## config.mk

```make
export PLATFORM = sky130hd
export DESIGN_NAME = sdram_arbiter
export DESIGN_NICKNAME = d
export VERILOG_FILES = /design/src/rtl/sdram_arbiter.sv
export SDC_FILE = /design/constraint.sdc
export NUM_CORES = 1
export LEC_CHECK = 0
export CELL_PAD_IN_SITES_DETAIL_PLACEMENT = 0
export CELL_PAD_IN_SITES_GLOBAL_PLACEMENT = 1
export CORE_UTILIZATION = 30
export CTS_CLUSTER_DIAMETER = 120
export DETAILED_ROUTE_END_ITERATION = 8
export PLACE_DENSITY = 0.68
export SYNTH_ARGS = -nofsm -noshare
export SYNTH_HDL_FRONTEND = slang
export SYNTH_SLANG_ARGS = --single-unit
```

## constraint.sdc

```tcl
create_clock -name clk -period 8.5 [get_ports clk]
set_input_delay 1.7 -clock clk [delete_from_list [all_inputs] [get_ports clk]]
set_output_delay 1.7 -clock clk [all_outputs]
set_load 0.01 [all_outputs]
```

## src/rtl/sdram_arbiter.sv

```systemverilog
// sdram_arbiter: shares one SDRAM controller port between three requesters
//   0 = host (kvaz), 1 = floppy workhorse window, 2 = auxiliary (OSD/loader).
// Optional build macro SDRAM_ARB_HOSTPRIO_EN: requester 0 wins every IDLE
// decision when pending; requesters 1 and 2 alternate between themselves.
// Without the macro the arbiter is a plain 3-way round-robin.
//
// Handshake semantics (requester side): a one-cycle req_rd/req_wr strobe is
// captured on the next edge when the slot is free; req_busy[i] is high from
// that capture edge until the completion edge. Strobes seen while busy are
// dropped. Controller side: mem_rd/mem_wr is a one-cycle command pulse with
// mem_addr/mem_wdata held stable until mem_ack, a one-cycle completion that
// qualifies mem_rdata. Only one controller access is outstanding at a time.
`timescale 1ns/1ps
module sdram_arbiter #(
  parameter int ADDR_WIDTH = 23,
  parameter int DATA_WIDTH = 8
) (
  input  logic                    clk,
  input  logic                    reset,
  input  logic [2:0]              req_rd,
  input  logic [2:0]              req_wr,
  input  logic [3*ADDR_WIDTH-1:0] req_addr,
  input  logic [3*DATA_WIDTH-1:0] req_wdata,
  output logic [2:0]              req_busy,
  output logic [3*DATA_WIDTH-1:0] req_rdata,
  output logic [ADDR_WIDTH-1:0]   mem_addr,
  output logic [DATA_WIDTH-1:0]   mem_wdata,
  output logic                    mem_rd,
  output logic                    mem_wr,
  input  logic [DATA_WIDTH-1:0]   mem_rdata,
  input  logic                    mem_ack,
  output logic [1:0]              grant_id
);

  localparam logic [1:0] NO_GRANT = 2'b11;

  typedef enum logic [1:0] {
    IDLE  = 2'd0,
    ISSUE = 2'd1,
    WAIT  = 2'd2
  } state_t;

  state_t                state, state_n;
  logic [2:0]            pending, pending_n;
  logic [2:0]            slot_wr, slot_wr_n;
  logic [ADDR_WIDTH-1:0] slot_addr    [3];
  logic [ADDR_WIDTH-1:0] slot_addr_n  [3];
  logic [DATA_WIDTH-1:0] slot_wdata   [3];
  logic [DATA_WIDTH-1:0] slot_wdata_n [3];
  logic [DATA_WIDTH-1:0] rdata_q      [3];
  logic [DATA_WIDTH-1:0] rdata_n      [3];
  logic [ADDR_WIDTH-1:0] mem_addr_n;
  logic [DATA_WIDTH-1:0] mem_wdata_n;
  logic                  mem_rd_n;
  logic                  mem_wr_n;
  logic [1:0]            grant_n;
  logic [1:0]            last, last_n;
  logic [1:0]            pick;
  logic                  pick_valid;

`ifdef SDRAM_ARB_HOSTPRIO_EN
  // Set when the most recent grant among requesters 1/2 went to requester 2.
  logic                  aux_two, aux_two_n;
`else
  logic [1:0]            first, second;
`endif

  // Modulo-3 successor of a requester index.
  function automatic logic [1:0] rr_next(input logic [1:0] x);
    return (x == 2'd2) ? 2'd0 : x + 2'd1;
  endfunction

  // Busy is exactly the registered pending flag of each slot.
  assign req_busy = pending;

  // Flatten per-requester read data onto the packed output bus.
  for (genvar gi = 0; gi < 3; gi++) begin : g_rdata
    assign req_rdata[gi*DATA_WIDTH +: DATA_WIDTH] = rdata_q[gi];
  end

  // Arbitration: choose the requester to serve at the next IDLE decision.
  always_comb begin
    pick       = 2'd0;
    pick_valid = |pending;
`ifdef SDRAM_ARB_HOSTPRIO_EN
    if (pending[0])                    pick = 2'd0;
    else if (pending[1] && pending[2]) pick = aux_two ? 2'd1 : 2'd2;
    else if (pending[1])               pick = 2'd1;
    else                               pick = 2'd2;
`else
    first  = rr_next(last);
    second = rr_next(first);
    if (pending[first])       pick = first;
    else if (pending[second]) pick = second;
    else                      pick = last;
`endif
  end

  // Next-state logic: slot capture, command issue and completion.
  always_comb begin
    state_n     = state;
    pending_n   = pending;
    slot_wr_n   = slot_wr;
    for (int i = 0; i < 3; i++) begin
      slot_addr_n[i]  = slot_addr[i];
      slot_wdata_n[i] = slot_wdata[i];
      rdata_n[i]      = rdata_q[i];
    end
    mem_addr_n  = mem_addr;
    mem_wdata_n = mem_wdata;
    mem_rd_n    = 1'b0;
    mem_wr_n    = 1'b0;
    grant_n     = grant_id;
    last_n      = last;
`ifdef SDRAM_ARB_HOSTPRIO_EN
    aux_two_n   = aux_two;
`endif

    // A free slot latches its request; a write strobe overrides a read.
    for (int i = 0; i < 3; i++) begin
      if (!pending[i] && (req_rd[i] || req_wr[i])) begin
        pending_n[i]    = 1'b1;
        slot_wr_n[i]    = req_wr[i];
        slot_addr_n[i]  = req_addr[i*ADDR_WIDTH +: ADDR_WIDTH];
        slot_wdata_n[i] = req_wdata[i*DATA_WIDTH +: DATA_WIDTH];
      end
    end

    case (state)
      IDLE: begin
        // mem_ack here belongs to nothing and is ignored.
        if (pick_valid) begin
          mem_addr_n  = slot_addr[pick];
          mem_wdata_n = slot_wdata[pick];
          mem_rd_n    = !slot_wr[pick];
          mem_wr_n    = slot_wr[pick];
          grant_n     = pick;
          last_n      = pick;
`ifdef SDRAM_ARB_HOSTPRIO_EN
          if (pick != 2'd0) aux_two_n = (pick == 2'd2);
`endif
          state_n     = ISSUE;
        end
      end
      ISSUE, WAIT: begin
        if (state == ISSUE) state_n = WAIT;
        if (mem_ack) begin
          if (!slot_wr[grant_id]) rdata_n[grant_id] = mem_rdata;
          pending_n[grant_id] = 1'b0;
          grant_n             = NO_GRANT;
          state_n             = IDLE;
        end
      end
      default: begin
        state_n = IDLE;
        grant_n = NO_GRANT;
      end
    endcase
  end

  // State and output registers with immediate clear on reset.
  always_ff @(posedge clk or posedge reset) begin
    if (reset) begin
      state     <= IDLE;
      pending   <= '0;
      slot_wr   <= '0;
      for (int i = 0; i < 3; i++) begin
        slot_addr[i]  <= '0;
        slot_wdata[i] <= '0;
        rdata_q[i]    <= '0;
      end
      mem_addr  <= '0;
      mem_wdata <= '0;
      mem_rd    <= 1'b0;
      mem_wr    <= 1'b0;
      grant_id  <= NO_GRANT;
      last      <= 2'd2;
`ifdef SDRAM_ARB_HOSTPRIO_EN
      aux_two   <= 1'b1;
`endif
    end else begin
      state     <= state_n;
      pending   <= pending_n;
      slot_wr   <= slot_wr_n;
      for (int i = 0; i < 3; i++) begin
        slot_addr[i]  <= slot_addr_n[i];
        slot_wdata[i] <= slot_wdata_n[i];
        rdata_q[i]    <= rdata_n[i];
      end
      mem_addr  <= mem_addr_n;
      mem_wdata <= mem_wdata_n;
      mem_rd    <= mem_rd_n;
      mem_wr    <= mem_wr_n;
      grant_id  <= grant_n;
      last      <= last_n;
`ifdef SDRAM_ARB_HOSTPRIO_EN
      aux_two   <= aux_two_n;
`endif
    end
  end

endmodule

```

# Word level (Yosys, flattened, before mapping)
# Index checks and enable logic that the tools add are counted.
dict set report totals {
  regBits 162
  inputBits 110
  elab_cells 100
}
dict set report classes {
  n_addsub 2
  order_cmp 8
  eq_ne 7
  n_mux 39
  n_bitwise 5
  reduce_logical 19
}
# op n
set op_table {}
lappend op_table {{23-bit binary-select mux with 2-bit select} 1}
lappend op_table {{23-bit 2-to-1 mux} 2}
lappend op_table {{24-bit bitwise mux} 1}
lappend op_table {{8-bit 2-to-1 mux} 3}
lappend op_table {{2-bit 2-to-1 mux} 9}
lappend op_table {{8-bit binary-select mux with 2-bit select} 1}
lappend op_table {{8-bit demux with 2-bit select} 1}
lappend op_table {{2-bit by 3-bit less-than comparator with 1-bit output, second input constant} 4}
lappend op_table {{1-bit 2-to-1 mux} 12}
lappend op_table {{1-bit binary-select mux with 2-bit select} 4}
lappend op_table {{2-bit one-hot mux with 2 select lines} 2}
lappend op_table {{2-bit equality test, second input constant} 3}
lappend op_table {{3-bit greater-or-equal comparator, second input constant} 2}
lappend op_table {{3-bit 2-to-1 mux} 2}
lappend op_table {{2-bit NOT with 3-bit output} 2}
lappend op_table {{2-bit AND reduction} 3}
lappend op_table {{1-bit logical AND} 5}
lappend op_table {{2-bit by 1-bit adder with 2-bit output, second input constant} 2}
lappend op_table {{1-bit logical NOT} 4}
lappend op_table {{2-bit != test, second input constant} 2}
lappend op_table {{3-bit bitwise AND} 1}
lappend op_table {{1-bit logical OR} 3}
lappend op_table {{3-bit by 1-bit less-than comparator with 1-bit output, second input constant} 1}
lappend op_table {{3-bit != test, second input constant} 1}
lappend op_table {{9 further kinds} 9}

# Depth between registers and ports, before layout
# Gate-level depths: netlist (run 1).
dict set report logic_depth {
  ltp_word 13
  depth_mapped 7
  ltp_nobuf 6
}

# Least setup slack after synthesis (run 1)
# Ideal clock, no wire load.
dict set report synth_timing {
  path_type {input to register}
  from {input port req_wr[2]}
  to {register slot_addr[0] (netlist bit)}
  t_arrival_ns 2.550
  path_slack_ns 5.825
  path_stages 3
  n_path_buf 1
  path_cell_list {o21bai_1 -> buf_2 -> mux2_2}
}
dict set report synth_between {
  elab_chain_len 2
}
# element line
set synth_lines {}
lappend synth_lines {{start: declaration} 21} ;# input logic [2:0] req_wr,
lappend synth_lines {{1-bit logical OR} 121} ;# if (!pending[i] && (req_rd[i] || req_wr[i])) begin
lappend synth_lines {{1-bit logical AND} 121}
lappend synth_lines {{end signal: indexed assignment} 186} ;# slot_addr[i] <= slot_addr_n[i];
lappend synth_lines {{end: declaration} 46} ;# logic [ADDR_WIDTH-1:0] slot_addr [3];
# Every way passes these cells.
# A chain may end at the register's enable or synchronous reset.

==> results of run 1 <==
[final timing paths]
check | endpoint | start | slack (ns) | cells past startpoint
max in group clk | slot_addr[20]$_DFFE_PP0P_ | req_wr[2] | 5.18 | 3
worst max register to register | mem_wdata[5]$_DFFE_PP0P_ | req_busy[0]$_DFF_PP0_ | 5.69 | 4
min in group asynchronous | slot_addr[50]$_DFFE_PP0P_ | reset | 1.79 | 2
worst min register to register | last[1]$_DFFE_PP1P_ | last[1]$_DFFE_PP1P_ | 0.49 | 2
worst min-delay path | last[1]$_DFFE_PP1P_ | last[1]$_DFFE_PP1P_ | 0.49 | 2
worst max-delay path | req_rdata[3]$_DFFE_PP0P_ | reset | 5.15 | 3
[through the flow]
step                      worst slack (ns)  hold WS [ns]  std cells
after global routing                 4.818        0.5155        947
after floorplan                      2.428        0.4599        480
after global placement               4.652        0.4801        915
final                                5.151        0.4857        947
after detailed placement             4.618        0.4767        915
after CTS                            5.069        0.4865        947
[worst max-delay path: cells and delay by family]
| kind | cells | cell delay [ns] |
|---|---|---|
| buf+inv | 3 | 1.88 |
[registers in the layout (all words and copies together) (netlist names)]
| register | count |
|---|---|
| req_busy | 3 |
| grant_id | 2 |
| slot_wdata | 24 |
| state | 2 |
| mem_addr | 23 |
| mem_rd | 1 |
| slot_wr | 3 |
| mem_wdata | 8 |
| slot_addr | 69 |
| last | 2 |
| req_rdata | 24 |
| mem_wr | 1 |
[synth_stat cells, types with 3 or more instances]
cell        n  area, um^2
dfrtp_1   159        3979
mux2_2    122        1374
inv_1      37       138.9
nand2_1    34       127.6
mux2i_1    32       320.3
o221ai_2   29       435.4
buf_2       9       45.04
buf_6       6       67.56
buf_4       5       37.54
a21oi_1     4       20.02
nor2_1      4       15.01
clkbuf_1    3       11.26
dfstp_2     3       78.83
nand2b_1    3       18.77
nor3_1      3       15.01
o21bai_1    3       22.52
[final cells by class]
type	count	area (um^2)	share of cell area (%)
sequential	162	4058	42.33
multi-input combinational	258	2640	27.54
timing repair buffer	173	1727	18.01
clock buffer	20	456.7	4.764
tap	285	356.6	3.720
clock inverter	12	205.2	2.140
inverter	37	143.9	1.501
[cells by family (layout without fill, tap and decap cells)]
family | count (synthesis) | after routing | share of synthesized area, %
DFF | 162 | 162 | 58.33
muxes | 154 | 154 | 24.35
buffers and inverters | 60 | 242 | 4.316
and+or+nand+nor | 54 | 54 | 4.029
AOI/OAI and AO/OA | 48 | 48 | 8.615
adders and majority gates | 2 | 2 | 0.3597
[power breakdown]
group / switching, W / internal, W / leakage [nW]
Sequential: 0.000221 / 0.00116 / 1.96
Clock: 0.000311 / 0.000538 / 0.316
Combinational: 0.000701 / 0.000807 / 1.90
[routing by layer]
metal	share of wire [%]	track usage (%)	wire [um]	vias up
li1	-	-	-	2036
met1	44	18.72	7592	2273
met2	50	26.04	8565	107
met3	4.5	4.007	780	17
met4	1.4	5.186	243	0
met5	0	0	0	-
==> summary.md, run 1 <==
| Metric | Value |
|---|---|
| Outcome | `complete, no violations` |
| Hold Buf Count CTS | `0` |
| Layout cell share with drive strength beyond 1 | `30.36%` |
| Largest net degree at the start of global routing | `83` |
| Netlist cell types | `35` |
| Avg WL per Cell | `18.14 um` |
| DR pass1 iterations | `5` |
| Initial Util | `30.63%` |
| Yosys Warn Count | `0` |
| Post-DRT Antenna Nets | `0` |
| H-tree depth | `4` |
| Final HPWL DP | `11620 um` |
| Die Wd | `154.3 um` |
| TritonCTS Buffers | `17` |
| Sum Neg Setup Slack | `0 ns` |
| Avg Cell Area, Syn | `14.49 um^2` |
| Clk buf depth | `2` |
| Vias/cell | `4.681` |
| Syn Nets | `592` |
| Die area | `23800 um^2` |
| Number of global-route vias before repair | `4951` |
| GR Util All Layers | `15.26%` |
| Buffers added on ports | `171` |
| FILL cells | `2103` |
| CP required | `8.89 ns` |
| Hold WC Path Type | `flip-flop to flip-flop` |
| Grt total ovfl | `0` |
| Gate Count Post-Synth | `480` |
| CP max-delay cell | `buf_4` |
| Cell area after layout | `9587 um^2` |
| DRC | `0` |
| Gp weighted congestion | `0.7709` |
| Post-Route Utilization | `42.21%` |
| Drt total wl | `17180 um` |
| Hold Vio Cnt, Final | `0` |
| Total Power | `0.003740 W` |
| Initial DRC count | `113` |
| Vias | `4433` |
| Slew HR | `17.44%` |
| Worst slew pin tran | `1.235 ns` |
| Clock skew | `0.01014 ns` |
| Static Leakage | `4.170 nW` |
| Fmax | `0.2986 GHz` |
| Most frequent cells in the layout | `clkdlybuf4s50_1 (171), dfrtp_1 (159), mux2_2 (122)` |
| Max IR drop VDD | `0.1503 mV` |
| Max FO, Critical Path | `82` |
| Seq/Total Area, Yosys | `58.33%` |
| Worst path cell trace | `clkdlybuf4s50_1 > inv_6 > buf_4` |
| Post-CTS sizing | `0` |
| Area grow syn2layout | `37.81%` |
| Leading cell type in the layout, fill and taps excluded | `clkdlybuf4s50_1` |
| Skew-Pair Late Insertion Delay | `0.42 ns` |
| Power density over the cells | `390.1 nW/um^2` |
| Element type at the critical path end | `async pin` |
| Max-slew violations | `0` |
| Async SR Flop Fraction | `100.0%` |
| Period utilization | `39.40%` |
| Clock sinks | `162` |
| Critical path class | `primary input to async pin` |
| Worst setup SP type | `primary input` |
| Mapped Area | `6957 um^2` |
| Core ar. | `22710 um^2` |
| Number of synthesized flops with an enable pin | `0` |
| Setup violators final | `0` |
| Flops & latches, synth | `162` |
| Postcts setup bufs | `0` |
| Slowest stage delay, CP | `0.87 ns` |
| Initial antenna violation count | `0` |
| CTS clk-pin slew, worst paths | `0.06 ns` |
| Chip Height | `154.3 um` |
| Max Cap Violations | `0` |
| Most used flip-flop cell after synthesis | `dfrtp_1` |
| First-pass GRT wire length | `27430 um` |
| CP Data Arrival Time | `3.74 ns` |
| Cell row count | `55` |
| I/O pins | `172` |
| CTS tree | `yes` |
| Post-layout min period | `3.349 ns` |
| Inserted Diodes | `0` |
| Unrepaired setup endpoints after global routing | `false` |
| Nets | `761` |
| Post-DP Area | `8925 um^2` |
| Clk root buf | `clkbuf_16` |
Note: power is estimated with default switching activity, not from simulation.
==> run 2: changes to the inputs <==
clock period = 3.2 ns   (was 8.5 ns; I/O delays follow)
==> run 2 against run 1 <==
First-iteration DRC count is 35% higher. Largest power group unchanged. Largest cell class unchanged. Utilization is 0.10 points higher. Highest routed layer unchanged. Critical path type is now flip-flop to flip-flop. Die area stayed put. Sequential cell count stayed put. Combinational power grew to 2.7 times the previous value. Global-route usage hardly changed.
==> summary.md, run 2 (synthesis gave the netlist of run 1 again) <==
| Metric | Value |
|---|---|
| DR pass1 iterations | `4 (-1)` |
| Max IR drop VDD | `0.3440 mV (+130%)` |
| Setup violators final | `0 (unchanged)` |
| GR Util All Layers | `15.23% (-0.030 points)` |
| Hold endpoint | `mem_addr[0]$_DFFE_PP0P_` |
| Final HPWL DP | `12220 um (+5.1%)` |
| Max FFs per register | `69 (unchanged)` |
| Power density over the cells | `1011 nW/um^2 (+160%)` |
| CTS tree | `yes` |
| Area grow syn2layout | `38.15%` |
| Buffers added on ports | `171 (unchanged)` |
| Die Wd | `154.3 um (unchanged)` |
| Leading cell type in the layout, fill and taps excluded | `clkdlybuf4s50_1` |
| Sum Neg Setup Slack | `0 ns (unchanged)` |
| Grt total ovfl | `0 (unchanged)` |
| Initial Util | `30.63% (unchanged)` |
| Post-layout min period | `2.451 ns` |
| Hold Vio Cnt, Final | `0 (unchanged)` |
| Vias | `4470 (+0.83%)` |
| Max-slew violations | `0 (unchanged)` |
| CP required | `3.50 ns (-5.39 ns)` |
| Biggest register | `slot_addr` |
| Number of global-route vias before repair | `4990 (+0.79%)` |
| Nets | `770 (+1.2%)` |
| CTS clk-pin slew, worst paths | `0.06 ns (about the same)` |
| Clock sinks | `162 (unchanged)` |
| Avg WL per Cell | `17.83 um (-1.7%)` |
| Clk root buf | `clkbuf_16` |
| Postcts setup bufs | `0 (unchanged)` |
| Cell row count | `55 (unchanged)` |
| Skew-Pair Late Insertion Delay | `0.42 ns (about the same)` |
| Hold WC Path Type | `flip-flop to flip-flop` |
| Max Cap Violations | `0 (unchanged)` |
| Hold Crit Start | `mem_addr[0]$_DFFE_PP0P_` |
| Element type at the critical path end | `flip-flop` |
| Cells on worst reg2reg path | `4 (unchanged)` |
| Outcome | `complete, no violations` |
| Die area | `23800 um^2 (unchanged)` |
| CP max-delay cell | `nand4b_4` |
| Pre-CTS setup slack | `0.6662 ns (-3.952 ns)` |
| Largest net degree at the start of global routing | `48 (-42%)` |
| Most frequent cells in the layout | `clkdlybuf4s50_1 (171), dfrtp_1 (159), mux2_2 (122)` |
| Clk buf depth | `2 (unchanged)` |
| Worst setup margin | `0.7488 ns (-4.402 ns)` |
| Vias/cell | `4.676 (-0.11%)` |
| Worst path cell trace | `nor3_1 > nand2b_2 > nand4b_4 > o221ai_1` |
| Initial DRC count | `153 (+35%)` |
| Period utilization | `76.60%` |
| Worst slew pin tran | `0.8305 ns (-0.4046 ns)` |
| Hold path cells | `2 (unchanged)` |
| Internal reg-to-reg setup slack | `0.75 ns (-4.94 ns)` |
| Layout cell share with drive strength beyond 1 | `30.70% (+0.34 points)` |
| Core ar. | `22710 um^2 (unchanged)` |
| Slowest stage delay, CP | `0.84 ns (-0.03 ns)` |
| FF/Latch Area | `4058 um^2 (unchanged)` |
| Clock skew | `0.008885 ns (-0.001250 ns)` |
| Multi-input logic area | `2640 um^2 (unchanged)` |
| Worst r2r src | `req_busy[0]$_DFF_PP0_` |
| Chip Height | `154.3 um (unchanged)` |
| Fmax | `0.4080 GHz` |
| Slew HR | `44.55% (+27 points)` |
| I/O pins | `172 (unchanged)` |
| FILL cells | `2100 (-0.14%)` |
| Hold Buf Count CTS | `0 (unchanged)` |
| DRC | `0 (unchanged)` |
| Static Leakage | `4.184 nW (+0.32%)` |
| Post-CTS sizing | `0 (unchanged)` |
| H-tree depth | `4 (unchanged)` |
| WP buf/inv | `0 (-3)` |
| Critical path class | `flip-flop to flip-flop` |
| Drt total wl | `17050 um (-0.77%)` |
| Inserted Diodes | `0 (unchanged)` |
| Top delay family on crit path | `simple AND/OR/NAND/NOR gates` |
| CP Data Arrival Time | `2.75 ns (-0.99 ns)` |
| First-pass GRT wire length | `27560 um (+0.48%)` |
| Unrepaired setup endpoints after global routing | `false` |
| Worst setup SP type | `flip-flop` |
| Gp weighted congestion | `0.7847 (+1.8%)` |
| Post-DRT Antenna Nets | `0 (unchanged)` |
| Critical R2R Capture | `mem_wdata[4]$_DFFE_PP0P_` |
| Initial antenna violation count | `0 (unchanged)` |
| Max FO, Critical Path | `32 (-61%)` |
| TritonCTS Buffers | `17 (unchanged)` |
## run 2: cell count changes in the layout (fill, tap and decap cells not counted), sizes merged
cell and delta:
clkinvlp +1, inv -1, bufinv -2, clkbuf +2, buf +9
## run 2: layout make-up
type | instances | area share, %
clock buffers | 22 | 4.622
clock inverters | 10 | 1.432
inverters | 37 | 1.484
multi-input cells | 258 | 27.47
flip-flops and latches | 162 | 42.22
well taps | 285 | 3.710
repair buffers | 182 | 19.06
## run 2: power by group
part | internal (W) | switching, W | leakage, nW
combinational | 0.00218 | 0.00184 | 1.95
sequential | 0.00309 | 0.000585 | 1.96
clock | 0.00123 | 0.000794 | 0.278
total | 0.00649 | 0.00322 | 4.18
## run 2: worst max-delay path by stage
| stage | startpoint | endpoint | slack (ns) | depth (start not counted) |
|---|---|---|---|---|
| 6_report | req_busy[0]$_DFF_PP0_ | mem_wdata[4]$_DFFE_PP0P_ | 0.75 | 4 |
| 5_1_grt | req_busy[0]$_DFF_PP0_ | mem_wdata[4]$_DFFE_PP0P_ | 0.50 | 4 |
| 4_1_cts | req_busy[0]$_DFF_PP0_ | mem_wdata[4]$_DFFE_PP0P_ | 0.66 | 4 |
| 3_5_place_dp | req_busy[0]$_DFF_PP0_ | mem_wdata[4]$_DFFE_PP0P_ | 0.67 | 4 |
| 3_3_place_gp | req_wr[1] | slot_addr[31]$_DFFE_PP0P_ | 0.77 | 4 |
| 2_1_floorplan | reset | last[0]$_DFFE_PP0P_ | 0.51 | 1 |
## run 2: layer usage
| layer | track usage (%) | routed length, um | vias up |
|---|---|---|---|
| met5 | 0 | 0 | - |
| met4 | 4.432 | 198 | 0 |
| met3 | 4.063 | 757 | 12 |
| met2 | 26.95 | 8854 | 108 |
| met1 | 18.11 | 7238 | 2293 |
| li1 | - | - | 2057 |
## run 2: through the flow
stage                     instances  power, W  hold slack (ns)  utilization, %  area, um^2
final                           956  0.009716           0.4892           42.32        9610
after global routing            956   0.01036           0.5123           42.32        9610
after CTS                       956  0.009894           0.4952           42.32        9610
after detailed placement        924  0.007823           0.4748           39.76        9029
after global placement          924  0.007652           0.4815           39.76        9029
after floorplan                 480  0.006320           0.4599               -        6960
## run 2: worst min-delay path, cell delays in order (launching register included)
cell and delay, ns:
dfrtp_1 0.34, nand2_1 0.06, o221ai_2 0.05
==> run 3: changes to the inputs <==
PLACE_DENSITY = 0.7   (was 0.68)
clock period = 2.2 ns   (was 3.2 ns; I/O delays follow)
==> run 3 against run 2 <==
Die area did not move. Wire length decreased by 0.86%. Final area rose by 0.64%. Total power up 45%. Global-route usage shrank 0.33 points. Largest cell class unchanged. Largest power group unchanged.
==> summary.md, run 3 (synthesis gave the netlist of run 1 again) <==
| Metric | Value |
|---|---|
| Worst setup SP type | `flip-flop` |
| Max IR drop VDD | `0.5636 mV (+64%)` |
| Skew-Pair Late Insertion Delay | `0.42 ns (about the same)` |
| Power density over the cells | `1459 nW/um^2 (+44%)` |
| Buffers added on ports | `171 (unchanged)` |
| Slew HR | `72.69% (+28 points)` |
| Max-slew violations | `0 (unchanged)` |
| TritonCTS Buffers | `17 (unchanged)` |
| Gp weighted congestion | `0.7909 (+0.79%)` |
| Vias/cell | `4.664 (-0.25%)` |
| WP buf/inv | `1 (+1)` |
| Inserted Diodes | `0 (unchanged)` |
| Postcts setup bufs | `0 (unchanged)` |
| Initial DRC count | `113 (-26%)` |
| Largest net degree at the start of global routing | `71 (+48%)` |
| Setup violators final | `0 (unchanged)` |
| Area grow syn2layout | `39.03%` |
| Top delay family on crit path | `flip-flops` |
| CP Data Arrival Time | `1.58 ns (-1.17 ns)` |
| Leading cell type in the layout, fill and taps excluded | `clkdlybuf4s50_1` |
| Initial Util | `30.63% (unchanged)` |
| Post-DP Area | `9131 um^2 (+1.1%)` |
| Fmax | `0.4956 GHz` |
| Max FFs per register | `69 (unchanged)` |
| Nets | `777 (+0.91%)` |
| Final HPWL DP | `12340 um (+0.97%)` |
| Clock skew | `0.01242 ns (+0.003534 ns)` |
| Hold WC Path Type | `flip-flop to flip-flop` |
| Post-Route Utilization | `42.59% (+0.27 points)` |
| First-pass GRT wire length | `26930 um (-2.3%)` |
| DR pass1 iterations | `4 (unchanged)` |
| Worst path cell trace | `clkdlybuf4s50_1` |
| Element type at the critical path end | `output port` |
| Chip Height | `154.3 um (unchanged)` |
| I/O pins | `172 (unchanged)` |
| GR Util All Layers | `14.91% (-0.33 points)` |
| Most frequent cells in the layout | `clkdlybuf4s50_1 (171), dfrtp_1 (159), mux2_2 (122)` |
| Clk root buf | `clkbuf_16` |
| Grt total ovfl | `0 (unchanged)` |
| Hold Buf Count CTS | `0 (unchanged)` |
| Core ar. | `22710 um^2 (unchanged)` |
| Total Power | `0.01411 W (+45%)` |
| CTS clk-pin slew, worst paths | `0.06 ns (about the same)` |
| Number of global-route vias before repair | `4963 (-0.54%)` |
| Critical path class | `flip-flop to output port` |
| Clock sinks | `162 (unchanged)` |
| Initial antenna violation count | `0 (unchanged)` |
| CTS tree | `yes` |
| Avg WL per Cell | `17.57 um (-1.5%)` |
| CP max-delay cell | `dfstp_2` |
| H-tree depth | `4 (unchanged)` |
| Unrepaired setup endpoints after global routing | `false` |
| Biggest register | `slot_addr` |
| Hold Crit Start | `last[1]$_DFFE_PP1P_` |
| Die Wd | `154.3 um (unchanged)` |
| Layout cell share with drive strength beyond 1 | `31.76% (+1.1 points)` |
| CP required | `1.76 ns (-1.74 ns)` |
| Vias | `4487 (+0.38%)` |
| Clk buf depth | `2 (unchanged)` |
| Hold Vio Cnt, Final | `0 (unchanged)` |
| DRC | `0 (unchanged)` |
| Static Leakage | `4.222 nW (+0.92%)` |
| Max Cap Violations | `0 (unchanged)` |
| Cell area after layout | `9672 um^2 (+0.64%)` |
| Post-layout min period | `2.018 ns` |
| Cell row count | `55 (unchanged)` |
| Drt total wl | `16900 um (-0.86%)` |
| Post-CTS sizing | `0 (unchanged)` |
| Die area | `23800 um^2 (unchanged)` |
| Worst r2r src | `req_busy[2]$_DFF_PP0_` |
| Period utilization | `91.72%` |
| Outcome | `complete, no violations` |
| Worst slew pin tran | `0.4097 ns (-0.4208 ns)` |
| Max FO, Critical Path | `6 (-81%)` |
| Crit path from | `grant_id[0]$_DFFE_PP1P_` |
| Post-DRT Antenna Nets | `0 (unchanged)` |
| FILL cells | `2088 (-0.57%)` |
| Slowest stage delay, CP | `0.60 ns (-0.24 ns)` |
## run 3: cell types whose count changed in the layout (fill, tap and decap cells not counted)
cell,previous run,this run
clkbuf_1,5,2
buf_12,3,7
clkinv_4,2,1
inv_6,0,3
clkinv_2,3,4
bufinv_16,3,1
buf_4,8,11
clkinvlp_4,3,4
## run 3: through the flow
| step | setup TNS, ns | setup slack (ns) | cells | hold WS (ns) |
|---|---|---|---|---|
| floorplan | -46.80 | -0.2944 | 480 | 0.4599 |
| global placement | 0 | 0.2153 | 931 | 0.4820 |
| detailed placement | 0 | 0.1420 | 931 | 0.4812 |
| CTS | 0 | 0.1465 | 962 | 0.5001 |
| global route | 0 | 0.1204 | 962 | 0.5124 |
| finish | 0 | 0.1822 | 962 | 0.4920 |
## run 3: where the power goes
part	internal [W]	leakage (nW)	total (W)	switching [W]
combinational	0.00333	2.00	0.00602	0.00269
clock	0.00155	0.260	0.00274	0.00119
sequential	0.00449	1.96	0.00534	0.000849
total	0.00938	4.22	0.0141	0.00473
## run 3: metal layers
layer	global-route usage (%)	part of all wire [%]	wire (um)
met1	17.60	42	7092
met2	26.06	52	8730
met3	4.567	5.1	870
met4	4.385	1.2	210
met5	0	0	0
## run 3: final cells by class
class / count / area, um^2 / area share, %
clock inverter: 12 / 107.6 / 1.113
sequential: 162 / 4058 / 41.95
inverter: 37 / 142.6 / 1.475
tap: 285 / 356.6 / 3.687
multi-input combinational: 258 / 2640 / 27.30
timing repair buffer: 189 / 1934 / 20.00
clock buffer: 19 / 432.9 / 4.476
## run 3: final timing paths
check,end,slack [ns],depth (start not counted)
max,grant_id[0],0.18,1
min,last[1]$_DFFE_PP1P_,0.49,2
max reg2reg,mem_addr[13]$_DFFE_PP0P_,0.31,5
min reg2reg,last[1]$_DFFE_PP1P_,0.49,2
max in group asynchronous,grant_id[0]$_DFFE_PP1P_,1.34,3
min in group asynchronous,slot_addr[49]$_DFFE_PP0P_,0.50,3
